[src/rtl/mant_mul_pkg.sv]
// Shared types and widths for the mantissa multiplier arbiter slice.
package mant_mul_pkg;

    localparam int MANT_W = 24;
    localparam int PROD_W = 2 * MANT_W;

    typedef logic req_id_t;

    typedef struct packed {
        logic    valid;
        req_id_t id;
    } tag_t;

endpackage

[src/rtl/mant_mul_arbiter_rr_arb2.sv]
// Two-requester round-robin grant with its pointer register.
module rr_arb2
    import mant_mul_pkg::*;
(
    input  logic       clk,
    input  logic       rst_n,
    input  logic       en,
    input  logic [1:0] req,
    output logic [1:0] gnt,
    output logic       any_gnt,
    output req_id_t    gnt_id
);

    logic rr_q;

    always_comb begin
        gnt_id  = (req == 2'b11) ? rr_q : (req == 2'b10);
        any_gnt = en & (|req);
        gnt     = 2'b00;
        if (any_gnt) begin
            gnt = gnt_id ? 2'b10 : 2'b01;
        end
    end

    // After any grant the pointer favours the requester that lost or was absent.
    always_ff @(posedge clk or negedge rst_n) begin
        if (!rst_n) begin
            rr_q <= 1'b0;
        end else if (any_gnt) begin
            rr_q <= ~gnt_id;
        end
    end

endmodule

[src/rtl/mant_mul_arbiter.sv]
// Shares one pipelined mantissa multiplier between two requesters and
// routes each product back to its owner via a tag pipeline.
module mant_mul_arbiter
    import mant_mul_pkg::*;
#(
    parameter int W       = MANT_W,
    parameter int LATENCY = 3
) (
    input  logic                         clk,
    input  logic                         rst_n,
    input  logic                         req0_valid,
    output logic                         req0_ready,
    input  logic [W-1:0]                 req0_a,
    input  logic [W-1:0]                 req0_b,
    input  logic                         req1_valid,
    output logic                         req1_ready,
    input  logic [W-1:0]                 req1_a,
    input  logic [W-1:0]                 req1_b,
    input  logic                         stall,
    input  logic                         flush,
    output logic [W-1:0]                 mul_a,
    output logic [W-1:0]                 mul_b,
    output logic                         mul_en,
    input  logic [2*W-1:0]               mul_p,
    output logic                         res0_valid,
    output logic                         res1_valid,
    output logic [2*W-1:0]               res_p,
    output logic                         busy,
    output logic [$clog2(LATENCY+1)-1:0] inflight
);

    localparam int IW = $clog2(LATENCY + 1);

    logic                 adv;
    logic                 live_q;
    logic [1:0]           gnt;
    logic                 any_gnt;
    req_id_t              gnt_id;
    tag_t [LATENCY-1:0]   tag_q;
    logic [LATENCY-1:0]   v;
    logic [IW-1:0]        cnt;

    assign adv    = ~stall;
    assign mul_en = adv;

    // Held low from reset assertion until the first edge after release, so
    // no ready is offered while the block is in reset.
    always_ff @(posedge clk or negedge rst_n) begin
        if (!rst_n) begin
            live_q <= 1'b0;
        end else begin
            live_q <= 1'b1;
        end
    end

    rr_arb2 u_arb (
        .clk     (clk),
        .rst_n   (rst_n),
        .en      (adv & ~flush & live_q),
        .req     ({req1_valid, req0_valid}),
        .gnt     (gnt),
        .any_gnt (any_gnt),
        .gnt_id  (gnt_id)
    );

    assign req0_ready = gnt[0];
    assign req1_ready = gnt[1];
    assign mul_a      = gnt[1] ? req1_a : req0_a;
    assign mul_b      = gnt[1] ? req1_b : req0_b;

    always_ff @(posedge clk or negedge rst_n) begin
        if (!rst_n) begin
            tag_q <= '0;
        end else if (flush) begin
            tag_q <= '0;
        end else if (adv) begin
            tag_q[0] <= '{valid: any_gnt, id: gnt_id};
            for (int k = 1; k < LATENCY; k++) begin
                tag_q[k] <= tag_q[k-1];
            end
        end
    end

    always_comb begin
        cnt = '0;
        v   = '0;
        for (int k = 0; k < LATENCY; k++) begin
            v[k] = tag_q[k].valid;
            cnt  = cnt + IW'(tag_q[k].valid);
        end
    end

    assign busy     = |v;
    assign inflight = cnt;

    // Gating with adv means a stalled result is presented exactly once, on
    // the cycle the pipeline finally moves it out.
    assign res0_valid = tag_q[LATENCY-1].valid && (tag_q[LATENCY-1].id == 1'b0) && adv && !flush;
    assign res1_valid = tag_q[LATENCY-1].valid && (tag_q[LATENCY-1].id == 1'b1) && adv && !flush;
    assign res_p      = mul_p;

endmodule

[config.mk]
export PLATFORM = sky130hd
export DESIGN_NAME = mant_mul_arbiter
export DESIGN_NICKNAME = d
export VERILOG_FILES = /design/src/rtl/mant_mul_pkg.sv /design/src/rtl/mant_mul_arbiter_rr_arb2.sv /design/src/rtl/mant_mul_arbiter.sv
export SDC_FILE = /design/constraint.sdc
export NUM_CORES = 1
export LEC_CHECK = 0
export BUFFER_PORTS_ARGS = -buffer_cell sky130_fd_sc_hd__clkbuf_2
export CAP_MARGIN = 40
export CORE_AREA = 2 2 100 102
export CTS_BUF_LIST = sky130_fd_sc_hd__clkbuf_8
export DETAILED_ROUTE_END_ITERATION = 16
export DIE_AREA = 0 0 102 104
export HOLD_SLACK_MARGIN = 0.06
export PLACE_DENSITY = 0.46
export SLEW_MARGIN = 10
export SYNTH_ARGS = -nofsm -noshare
export SYNTH_HDL_FRONTEND = slang
export SYNTH_SLANG_ARGS = --single-unit
[constraint.sdc]
create_clock -name clk -period 2.15 [get_ports clk]
set_input_delay 0.43 -clock clk [delete_from_list [all_inputs] [get_ports clk]]
set_output_delay 0.43 -clock clk [all_outputs]
set_load 0.1 [all_outputs]
== Word level (Yosys, flattened, before mapping) ==
Cells that the tools add are included.

* Register bits: 8
* Bits of input ports: 150
* Output and inout bits: 104
* Logic and storage cells: 36

* $add $sub $neg: 2
* Equality and inequality tests: 3
* Mux-type cells: 7
* Bitwise gates (word level): 7
* Reduce and logical (&&, ||, !) cells: 9

{| class="wikitable"
|+ Operator list
! cell !! number
|-
| 24-bit two-way mux || 2
|-
| 6-bit two-way mux || 2
|-
| 1-bit logical AND || 6
|-
| 2-bit == test, second input constant || 2
|-
| 2-bit two-way mux || 2
|-
| 1-bit inverter || 4
|-
| 1-bit AND || 3
|-
| 3-bit OR reduction || 1
|-
| 1-bit by 1-bit adder with 2-bit output || 1
|-
| 2-bit by 1-bit adder with 2-bit output || 1
|-
| 2-bit by 1-bit inequality test with 1-bit output, second input constant || 1
|-
| 2-bit OR reduction || 1
|-
| 1-bit logical NOT || 1
|-
| 1-bit two-way mux || 1
|}

== Depth between registers and ports, before layout ==
Gate-level depths: netlist (run 1).

* Depth in word-level cells: 6
* Mapped depth: 6

== Hierarchy ==
Synthesis (run 1) repeated with hierarchy kept, for this count alone.

* Cells, all modules: 139
* Area total of the unflattened synthesis: 1416.4 um^2

{| class="wikitable"
|+ By module, submodules not included
! module !! instances !! cells each !! area each (um^2) !! seq. area each (um^2)
|-
| mant_mul_arbiter || 1 || 130 || 1345.0 || 175.2
|-
| rr_arb2 || 1 || 9 || 71.3 || 25.0
|}

== Least setup slack after synthesis (run 1) ==
Ideal clock, no wire load.

* Path type: input-to-output
* Start point: in stall
* End point: out res0_valid
* Arrival time: 3811 ps
* Required time: 1720 ps
* Slack: -2091 ps
* Stages on the path: 2
* Buffers on the path: 1
* Cell sequence: buf_1 -> nor4b_1

* Longest elaborated chain between the ends: 3

{| class="wikitable"
|+ RTL lines
! what !! RTL line !! text
|-
| start: declaration || mant_mul_arbiter.sv:19 || <nowiki>input logic stall,</nowiki>
|-
| 1-bit inverter || mant_mul_arbiter.sv:43 || <nowiki>assign adv = ~stall;</nowiki>
|-
| 1-bit logical AND (2 in series) || mant_mul_arbiter.sv:98 || <nowiki>assign res0_valid = tag_q[LATENCY-1].valid && (tag_q[LATENCY-1].id == 1'b0) && adv && !flush;</nowiki>
|-
| end: declaration || mant_mul_arbiter.sv:25 || <nowiki>output logic res0_valid,</nowiki>
|}

No other way between the ends.

== Final worst setup path (run 1) ==
* Start point: reg live_q
* End point: out mul_a[4]

* Longest elaborated chain between the ends: 4

{| class="wikitable"
|+ RTL lines
! what !! RTL line !! text
|-
| start: declaration || mant_mul_arbiter.sv:35 || <nowiki>logic live_q;</nowiki>
|-
| start signal: assignment || mant_mul_arbiter.sv:50 || <nowiki>live_q <= 1'b0;</nowiki>
|-
| start signal: assignment || mant_mul_arbiter.sv:52 || <nowiki>live_q <= 1'b1;</nowiki>
|-
| 1-bit AND || mant_mul_arbiter.sv:59 || <nowiki>.en (adv & ~flush & live_q),</nowiki>
|-
| 1-bit AND || mant_mul_arbiter_rr_arb2.sv:18 || <nowiki>any_gnt = en & (|req);</nowiki>
|-
| 2-bit two-way mux || mant_mul_arbiter_rr_arb2.sv:20 || <nowiki>if (any_gnt) begin</nowiki>
|-
| 24-bit two-way mux || mant_mul_arbiter.sv:68 || <nowiki>assign mul_a = gnt[1] ? req1_a : req0_a;</nowiki>
|-
| end: declaration || mant_mul_arbiter.sv:21 || <nowiki>output logic [W-1:0] mul_a,</nowiki>
|}

No other way between the ends.

==> results of run 1 <==
==> power breakdown <==
| part | switching (µW) | total (µW) | internal [µW] |
|---|---|---|---|
| sequential | 11.8 | 173 | 161 |
| combinational | 597 | 982 | 386 |
| clock | 54.2 | 175 | 121 |
==> synth_stat cells, drive strengths merged <==
cell | count | area share
nor4b | 1 | 0.0063
or3 | 1 | 0.0045
fa | 1 | 0.014
o21a | 1 | 0.0054
mux2i | 4 | 0.029
nor3b | 1 | 0.014
nand3 | 2 | 0.011
a21oi | 3 | 0.011
o21ai | 1 | 0.0036
dfrtp | 8 | 0.14
nor4bb | 1 | 0.0072
nor2 | 5 | 0.014
nand2 | 3 | 0.0081
nand2b | 1 | 0.0045
mux2 | 48 | 0.41
buf | 55 | 0.30
conb | 1 | 0.0027
inv | 2 | 0.0054
a31oi | 1 | 0.0045
==> critical path, delay by kind of cell (launching register included) <==
| family | cells | cell delay, ns |
|---|---|---|
| flops | 1 | 0.33 |
| simple gates | 2 | 0.45 |
| buf+inv | 2 | 0.39 |
| mux | 1 | 0.32 |
==> through the flow <==
step	instances	utilization
after floorplan	140	-
after global placement	381	0.297
after detailed placement	381	0.297
after CTS	387	0.310
after global routing	388	0.312
final	388	0.312
==> worst paths after layout <==
check / endpoint / cells past startpoint
setup / recovery: mul_a[4] / 5
hold / removal: tag_q[0] / 2
setup reg to reg: u_arb.rr_q / 4
hold reg to reg: tag_q[0] / 2
max in group asynchronous: tag_q[3] / 2
min in group asynchronous: live_q / 2
==> cells by family after synthesis <==
group | count (synthesis)
simple gates | 15
mux | 52
buf+inv | 57
compound gates | 6
other cells | 1
flops | 8
fa+ha+maj | 1
==> registers in the layout, summed over array words and instances (netlist names) <==
name	cells
live_q	1
tag_q	6
u_arb.rr_q	1
==> area by class of cell <==
class,count,area [µm²]
inverters,2,11.3
fillers,985,6570
repair buffers,167,1720
clock buffers,3,41.3
multi-input cells,75,842
well taps,133,166
flip-flops and latches,8,200
==> per-layer routing <==
| metal | vias up | global-route usage | wire [µm] |
|---|---|---|---|
| met5 | - | 0 | 0 |
| met3 | 10 | 0.0390 | 729 |
| met4 | 0 | 0.0181 | 48 |
| met2 | 156 | 0.167 | 2700 |
| met1 | 637 | 0.0722 | 1530 |
| li1 | 667 | - | - |
==> repair_timing <==
| action | in CTS | in global routing |
|---|---|---|
| hold buffers | 1 | 0 |
| gates resized for setup | 8 | 0 |
| endpoints found under the setup margin | 38 | 48 |
| setup buffers | 1 | 0 |
| endpoints found under the hold margin | 8 | 0 |
| pin swaps | 0 | 1 |
| gates cloned | 1 | 1 |
==> results.md, run 1 <==
- Syn Nets: 291
- Worst R2R Start: live_q
- First-pass GRT wire length: about 7.1 mm
- Clk buf depth: 2
- Mux share of post-synthesis cell area: 0.443
- Placed cell area: approximately 2800 µm²
- Final worst path period share: 1.01
- Starting Density: 0.145
- Maximum net fanout on the critical path: 15
- Clock sink count: 8
- Gpl congestion: between 0.6 and 0.7
- Worst hold path type: flop to flop
- Most frequent cells in the layout: 104 x clkbuf_2, 55 x buf_12, 34 x mux2_2
- Top Ports: ~250
- Initial antenna violation count: 0
- CP Capture Type: primary output
- Arrival time worst endpoint: 1.73 ns
- CP startpoint: live_q
- Total GRT Usage: 0.0834
- DR WL/cell: approximately 13 µm
- DR vias: approximately 1500
- PnR worst setup slack: -0.0122 ns
- Final hold violation count: 0
- Distinct cells, synth: 24
- Cell Rows: 36
- Drt drc: 0
- Die area: between 10000 and 15000 µm²
- Total gr overflow: 0
- Vias in the first global route: approximately 1500
- Worst-path clk slew: approximately 0.040 ns
- Peak VDD IR: between 0.0002 and 0.00025 V
- Largest family of logic cells by synthesized area: multiplexers
- Largest net degree at the start of global routing: 18
- Clock latency at the later pin of the worst-skew pair: 0.23 ns
- Initial DRC count: 10
- Cell Pwr Density: about 450 nW/µm²
- Clk_skew: 0.00266 ns
- Post-DRT Antenna Nets: 0
- Root buffer cell: clkbuf_8
- Status: complete, but fails checks
- Req. time, crit path: between 1.5 and 2 ns
- Final setup fails: 11
- FF-to-FF setup slack: 1.13 ns
- Diodes inserted: 0
- Startpoint types: flop
- First-pass iteration count of the detailed router: 3
- Number of nets in the layout: between 400 and 500
- Dpl ws: ~0.05 ns
- Yosys Warn Count: 0
- Core area: about 9500 µm²
- Crit path cell chain: nor3b_4 > nand3_4 > buf_12 > mux2_4 > buf_12
- Mapped cell area: 1390 µm²
- Port Buffer Count: between 150 and 200
- Crit Path Category: flop to primary output
- Area Growth Syn to Fin: 115%
- Worst-Margin Slew: 0.539 ns
- Failing checks: negative setup slack
- Slew HR: 0.642
- Post-DP HPWL: between 4 and 5 mm
- Die width: 102 µm
- Max-slew violation count: 0
- CTS H-tree depth: 1
- Hold Crit Start: tag_q[0]
- Unrepaired setup endpoints after global routing: yes
- Die height: 104 µm
- Peak Freq: between 400 and 500 MHz
- Design Area, Final: 2980 µm²
- Static leakage: between 0.0015 and 0.002 µW
- Xor/xnor share of the synthesized area: 0
- Clock buffer count from CTS: 3
- DR vias/cell: 3.79
- Max_cap viols: 0
- Total power: between 1000 and 1500 µW
- FF+latch count, synth: 8
- Slowest-stage cell, CP: dfrtp_1
- Cells after synthesis: 140
- Setup TNS: -0.0380 ns
- Register area share after synthesis: 0.144
- Adder and majority gate portion of the synthesized area: 0.0144
- Synth Area in Compound Gates: 0.0243
- Delay of the slowest critical-path stage: 0.33 ns
- WHS: slightly above 0.5 ns
- Cell mode on critical path: buf_12
- Crit path time final: 2.16 ns
- Overall routed net length: around 5 mm
- Simple-Gate Fraction of Synth Area: 0.0685
- TritonCTS clock tree: yes
- Layout cell share with drive strength beyond 1: 0.878
- Most common cell after layout, fill and taps aside: clkbuf_2
- Avg Cell Area, Syn: ~9.9 µm²
Note: power is estimated with default switching activity, not from simulation.
==> run 2: changes to the inputs <==
--- a/config.mk
+++ b/config.mk
@@ -7,12 +7,12 @@
 export LEC_CHECK = 0
 export BUFFER_PORTS_ARGS = -buffer_cell sky130_fd_sc_hd__clkbuf_2
 export CAP_MARGIN = 40
-export CORE_AREA = 2 2 100 102
+export CORE_AREA = 2 2 99 101
 export CTS_BUF_LIST = sky130_fd_sc_hd__clkbuf_8
 export DETAILED_ROUTE_END_ITERATION = 16
-export DIE_AREA = 0 0 102 104
+export DIE_AREA = 0 0 101 103
 export HOLD_SLACK_MARGIN = 0.06
-export PLACE_DENSITY = 0.46
+export PLACE_DENSITY = 0.47
 export SLEW_MARGIN = 10
 export SYNTH_ARGS = -nofsm -noshare
 export SYNTH_HDL_FRONTEND = slang
==> constraint.sdc (replaced) <==
create_clock -name clk -period 2.6 [get_ports clk]
set_input_delay 0.52 -clock clk [delete_from_list [all_inputs] [get_ports clk]]
set_output_delay 0.52 -clock clk [all_outputs]
set_load 0.1 [all_outputs]
==> run 2 against run 1 <==
The run now ends clean. Utilization is 2.0 points lower. Critical path depth up 1. Setup slack improved by 0.28 ns. Clock skew rose by 0.0044 ns. Hold slack worse by 0.39 ns. Flip-flop and latch count did not move. Register-to-register slack better by 0.56 ns. Via count shrank 5.6%. Largest power group unchanged.
==> results.md, run 2 (same netlist as run 1, synthesis figures left out) <==
- Status: complete, no violations
- Largest registers: tag_q x6, live_q x1, u_arb.rr_q x1
- Sequential cell area: 200 µm² (unchanged)
- DR vias/cell: 3.82 (+0.85%)
- Utilization after layout: 0.292 (-0.0203)
- CP Capture Type: primary output
- Initial antenna violation count: 0 (unchanged)
- Total power: 1070 µW (-19%)
- Crit-path leading delay family: buffers and inverters
- Worst Reg-to-Reg Cells: 3 (-1)
- Clock latency at the later pin of the worst-skew pair: 0.23 ns (about the same)
- Max FFs per register: 6 (unchanged)
- Vias in the first global route: 1437 (-6.4%)
- Final non-filler cell total: 363 (-6.4%)
- Maximum net fanout on the critical path: 30 (+15)
- Drt drc: 0 (unchanged)
- Gpl congestion: 0.733 (+8.1%)
- Crit Path Category: input port to primary output
- First-pass iteration count of the detailed router: 4 (+1)
- Cell Pwr Density: 389 nW/µm² (-13%)
- Clock sink count: 8 (unchanged)
- Most common cell after layout, fill and taps aside: clkbuf_2
- Hold Buf Count CTS: 0 (-1)
- Delay of the slowest critical-path stage: 0.32 ns (about the same)
- Root buffer cell: clkbuf_8
- Arrival time worst endpoint: 1.81 ns (+0.08 ns)
- DR vias: 1387 (-5.6%)
- Worst hold path type: input port to async pin
- Area of the multi-input gates: 792 µm² (-5.9%)
- Layout cell share with drive strength beyond 1: 0.871 (-0.00695)
- FF-to-FF End: u_arb.rr_q
- Top Ports: 254 (unchanged)
- Placed cell area: 2720 µm² (-4.1%)
- Crit path cell chain: clkbuf_2 > nor3b_4 > nand3_2 > buf_12 > mux2_2 > buf_12
- Postcts setup bufs: 0 (-1)
- Peak Freq: around 430 MHz
- Cell Rows: 36 (unchanged)
- Die width: 101 µm (-0.98%)
- CTS H-tree depth: 1 (unchanged)
- Starting Density: 0.147 (+0.00138)
- CP startpoint: flush
- Post-DRT Antenna Nets: 0 (unchanged)
- Area Growth Syn to Fin: 99.1%
- Final setup fails: 0 (-11)
- Max-slew violation count: 0 (unchanged)
- Largest net degree at the start of global routing: 31 (+13)
- Slew HR: 0.638 (-0.00410)
- Clk buf depth: 2 (unchanged)
- Post-DP HPWL: 4.25 mm (-0.19%)
- Post-CTS Resized: 0 (-8)
- # fillers: 986 (+0.10%)
- Most frequent cells in the layout: 107 x clkbuf_2, 51 x buf_12, 39 x mux2_2
- Total gr overflow: 0 (unchanged)
- Port Buffer Count: 157 (unchanged)
- Req. time, crit path: 2.08 ns (+0.36 ns)
- DR WL/cell: 13.0 µm (+0.58%)
- Setup TNS: 0 ns (+0.0380 ns)
- Startpoint types: input port
- Peak VDD IR: 0.000297 V (+40%)
- Diodes inserted: 0 (unchanged)
- Final hold violation count: 0 (unchanged)
- Crit path time final: 2.33 ns
- Max_cap viols: 0 (unchanged)
- Number of nets in the layout: 402 (-1.5%)
- Buf/Inv on CP: 3 (+1)
- Final worst path period share: 0.895
- Top reg by flops: tag_q
- Initial DRC count: 14 (+4)
- Cell mode on critical path: buf_12
- Worst-Margin Slew: 0.545 ns (+0.00617 ns)
- Worst-path clk slew: 0.04 ns (about the same)
- Static leakage: 0.00142 µW (-5.7%)
- Die height: 103 µm (-0.96%)
- Worst R2R Start: live_q
- Clk_skew: 0.00710 ns (+0.00444 ns)
- Slowest-stage cell, CP: mux2_2
- Total GRT Usage: 0.0806 (-0.00283)
- Overall routed net length: 4.71 mm (-5.9%)
- Die area: 10400 µm² (-1.9%)
- Design Area, Final: 2760 µm² (-7.4%)
- Unrepaired setup endpoints after global routing: no
- First-pass GRT wire length: 6.72 mm (-4.7%)
- Post-placement cell count: 360 (-5.5%)
- Clock buffer count from CTS: 3 (unchanged)
- TritonCTS clock tree: yes
- FF-to-FF setup slack: 1.69 ns (+0.56 ns)
- Core area: 9460 µm² (-0.94%)
run 2: changes by cell type in the layout (fill, tap and decap cells not counted), moves of 2 or more:
| cell | before | now |
|---|---|---|
| clkbuf_2 | 104 | 107 |
| buf_4 | 5 | 3 |
| buf_12 | 55 | 51 |
| mux2_4 | 14 | 9 |
| mux2_2 | 34 | 39 |
run 2: area by class of cell:
cell class              count  area share
well taps                 114      0.0516
multi-input cells          75       0.287
inverters                   2     0.00272
repair buffers            161       0.572
clock buffers               3      0.0149
flip-flops and latches      8      0.0725
run 2: worst max path at each step:
stage / end / slack (ns) / cells past startpoint
after floorplan: res0_valid / -0.46 / 2
after detailed placement: mul_a[8] / 0.28 / 6
after global routing: mul_a[9] / 0.19 / 6
after global placement: mul_b[19] / 0.31 / 6
after CTS: mul_a[8] / 0.27 / 6
final: mul_a[9] / 0.27 / 6
run 2: per-stage QoR:
step	setup WS, ns	hold slack, ns
after floorplan	-0.463	0.224
after global placement	0.312	0.375
after detailed placement	0.277	0.376
after CTS	0.269	0.131
after global routing	0.192	0.139
final	0.272	0.129
run 2: layer usage:
| metal | vias to the layer above | routed length, µm | global-route usage |
|---|---|---|---|
| met4 | 0 | 102 | 0.0333 |
| met2 | 100 | 2420 | 0.140 |
| met1 | 615 | 1660 | 0.0950 |
| li1 | 650 | - | - |
| met5 | - | 0 | 0 |
| met3 | 22 | 528 | 0.0203 |
run 2: report_power, final:
| part | switching, µW | internal [µW] | leakage [µW] |
|---|---|---|---|
| Combinational | 486 | 297 | 0.00129 |
| Clock | 48.5 | 100 | 0.0000216 |
| Sequential | 8.62 | 133 | 0.000105 |
| Total | 543 | 531 | 0.00142 |
==> run 3: changes to the inputs <==
--- a/config.mk
+++ b/config.mk
@@ -5,12 +5,13 @@
 export SDC_FILE = /design/constraint.sdc
 export NUM_CORES = 1
 export LEC_CHECK = 0
+export ABC_AREA = 1
 export BUFFER_PORTS_ARGS = -buffer_cell sky130_fd_sc_hd__clkbuf_2
 export CAP_MARGIN = 40
-export CORE_AREA = 2 2 99 101
+export CORE_AREA = 2 2 100 102
 export CTS_BUF_LIST = sky130_fd_sc_hd__clkbuf_8
 export DETAILED_ROUTE_END_ITERATION = 16
-export DIE_AREA = 0 0 101 103
+export DIE_AREA = 0 0 102 104
 export HOLD_SLACK_MARGIN = 0.06
 export PLACE_DENSITY = 0.47
 export SLEW_MARGIN = 10
==> run 3 against run 2 <==
Setup slack better by 0.12 ns. Hold slack improved by 0.0023 ns. Utilization is 0.67 points higher. Area after synthesis rose by 4.2%. Fmax is 5.5% higher. Non-clock buffer count increased by 2. Combinational power increased by 6.5%. Cell count is 34% higher. Via count grew 35%. Critical endpoint is now mul_b[4]. Largest cell class unchanged. Highest routed layer unchanged.
==> results.md, run 3 <==
- Worst R2R Start: live_q
- Top reg by flops: tag_q
- Top_reg_cell synth: dfrtp_1
- Hold Buf Count CTS: 0 (unchanged)
- Register area share after synthesis: 0.138 (-0.00587)
- Distinct cells, synth: 17 (-29%)
- CP Capture Type: primary output
- First-pass iteration count of the detailed router: 4 (unchanged)
- Total GRT Usage: 0.0967 (+0.0161)
- Placed cell area: 2810 µm² (+3.3%)
- Vias in the first global route: 1784 (+24%)
- Overall routed net length: 5.64 mm (+20%)
- Drt drc: 0 (unchanged)
- Total power: 1120 µW (+4.3%)
- DR vias: 1868 (+35%)
- First-pass GRT wire length: 8.47 mm (+26%)
- Largest registers: tag_q x6, live_q x1, u_arb.rr_q x1
- Status: complete, no violations
- Core area: 9550 µm² (+0.95%)
- Gpl congestion: 0.716 (-2.2%)
- Largest area contributor in the netlist: buf_4
- Cell Rows: 36 (unchanged)
- Mapped cell area: 1450 µm² (+4.2%)
- Routing usage on met1: 0.101 (+0.00589)
- Total gr overflow: 0 (unchanged)
- Area fraction of the dominant cell type after synthesis: 0.265 (-0.0518)
- Most common cell after layout, fill and taps aside: clkbuf_2
- Maximum net fanout on the critical path: 33 (+10%)
- Peak Freq: 453 MHz (+5.5%)
- Yosys Warn Count: 0 (unchanged)
- Clk buf depth: 2 (unchanged)
- Die width: 102 µm (+0.99%)
- Avg Cell Area, Syn: 5.76 µm² (-42%)
- Clk_skew: 0.00224 ns (-0.00486 ns)
- Max-slew violation count: 0 (unchanged)
- CP startpoint: stall
- Post-CTS Resized: 0 (unchanged)
- Synth cell count leaders: 102 x nand2_1, 51 x buf_4, 50 x nand3_1
- Peak VDD IR: 0.000336 V (+13%)
- Slew HR: 0.640 (+0.00138)
- Crit path time final: 2.21 ns (-0.121 ns)
- Top Ports: 254 (unchanged)
- Final worst path period share: 0.849 (-0.0464)
- FF-to-FF setup slack: 1.55 ns (-0.14 ns)
- Syn Nets: 402 (+38%)
- GR Util met2: 0.188 (+0.0480)
- Count leader, synth: nand2_1
- Area Growth Syn to Fin: 97.2%
- Number of nets in the layout: 507 (+26%)
- Clock sink count: 8 (unchanged)
- Synth async-reset ratio: 1.00 (unchanged)
- Worst hold path type: input port to async pin
- Initial antenna violation count: 0 (unchanged)
- Worst-Margin Slew: 0.543 ns (-0.00207 ns)
- Die area: 10600 µm² (+2.0%)
- Arrival time worst endpoint: 1.69 ns (-0.12 ns)
- Crit Path Category: input port to primary output
- GR met3 Demand/Resource: 0.0276 (+0.00721)
- Worst-path clk slew: 0.04 ns (about the same)
- TritonCTS clock tree: yes
- CTS H-tree depth: 1 (unchanged)
- Final hold violation count: 0 (unchanged)
- Clock buffer count from CTS: 3 (unchanged)
- Post-DP HPWL: 4.90 mm (+15%)
- Clock latency at the later pin of the worst-skew pair: 0.23 ns (about the same)
- Initial DRC count: 78 (+64)
- DR WL/cell: 11.6 µm (-11%)
- Req. time, crit path: 2.08 ns (about the same)
- Post-DRT Antenna Nets: 0 (unchanged)
- Most frequent cells in the layout: 107 x clkbuf_2, 82 x nand2_1, 50 x nand3_1, 50 x buf_12, 20 x nand2_2
- Cells after synthesis: 251 (+79%)
- Layout cell share with drive strength beyond 1: 0.548 (-0.323)
- Largest net degree at the start of global routing: 34 (+9.7%)
- Synth top area cells: buf_4 26%, nand2_1 26%, nand3_1 17%
- Max_cap viols: 0 (unchanged)
- Design Area, Final: 2850 µm² (+3.3%)
- Port Buffer Count: 157 (unchanged)
- Max FFs per register: 6 (unchanged)
- Most Crowded Layer GR: met2
- FF+latch count, synth: 8 (unchanged)
- DR vias/cell: 3.84 (+0.39%)
- Cell Pwr Density: 393 nW/µm² (+1.1%)
- Startpoint types: input port
- Die height: 104 µm (+0.97%)
- Post-synth EDFFs: 0 (unchanged)
- Starting Density: 0.151 (+0.00477)
- Root buffer cell: clkbuf_8
- Postcts setup bufs: 0 (unchanged)
- Unrepaired setup endpoints after global routing: no
- Static leakage: 0.00157 µW (+11%)
- Final setup fails: 0 (unchanged)
- Diodes inserted: 0 (unchanged)
-- run 3: kinds of logic (layout without fill, tap and decap cells) --
family,after synthesis,in the layout,share of synthesized area
other cells,1,1,0.00259
flops,8,8,0.138
simple gates,156,156,0.460
fa+ha+maj,1,1,0.0138
compound gates,8,8,0.0346
buf+inv,77,180,0.350
-- run 3: layout make-up --
| class | instances | area, µm² |
|---|---|---|
| tap | 133 | 166 |
| multi-input combinational | 166 | 807 |
| fill | 1045 | 6700 |
| inverter | 14 | 56.3 |
| clock buffer | 3 | 41.3 |
| sequential | 8 | 200 |
| timing repair buffer | 163 | 1580 |
-- run 3: path summary, 6_finish.rpt --
path,to,cells after the start
setup / recovery,mul_b[4],8
hold / removal,tag_q[5],1
setup reg to reg,u_arb.rr_q,6
hold reg to reg,u_arb.rr_q,2
max in group asynchronous,live_q,1
min in group clk,u_arb.rr_q,2
-- run 3: routing by layer --
layer / part of all wire / vias up
met5: 0 / -
met4: 0.0062 / 0
met2: 0.52 / 125
met3: 0.12 / 4
li1: - / 947
met1: 0.35 / 792
-- run 3: power by group --
| group | total (µW) | leakage, µW | switching [µW] | internal, µW |
|---|---|---|---|---|
| logic | 834 | 0.00144 | 552 | 282 |
| registers | 136 | 0.000106 | 3.79 | 132 |
| clock network | 151 | 0.0000216 | 50.2 | 100 |
-- run 3: worst max-delay path, cell delays in order --
cell and delay (ns):
clkbuf_2 0.09, inv_2 0.07, nand2_4 0.09, nor2_4 0.11, buf_4 0.33, nand3_1 0.13
nand2_1 0.13, buf_12 0.18
-- run 3: stage by stage --
| step | worst slack, ns | setup TNS, ns | hold WS, ns | utilization | std cells |
|---|---|---|---|---|---|
| final | 0.393 | 0 | 0.131 | 0.299 | 487 |
| after global routing | 0.250 | 0 | 0.147 | 0.299 | 487 |
| after CTS | 0.373 | 0 | 0.138 | 0.299 | 487 |
| after detailed placement | 0.369 | 0 | 0.379 | 0.294 | 484 |
| after global placement | 0.378 | 0 | 0.375 | 0.294 | 484 |
| after floorplan | -0.139 | -0.356 | 0.224 | - | 251 |
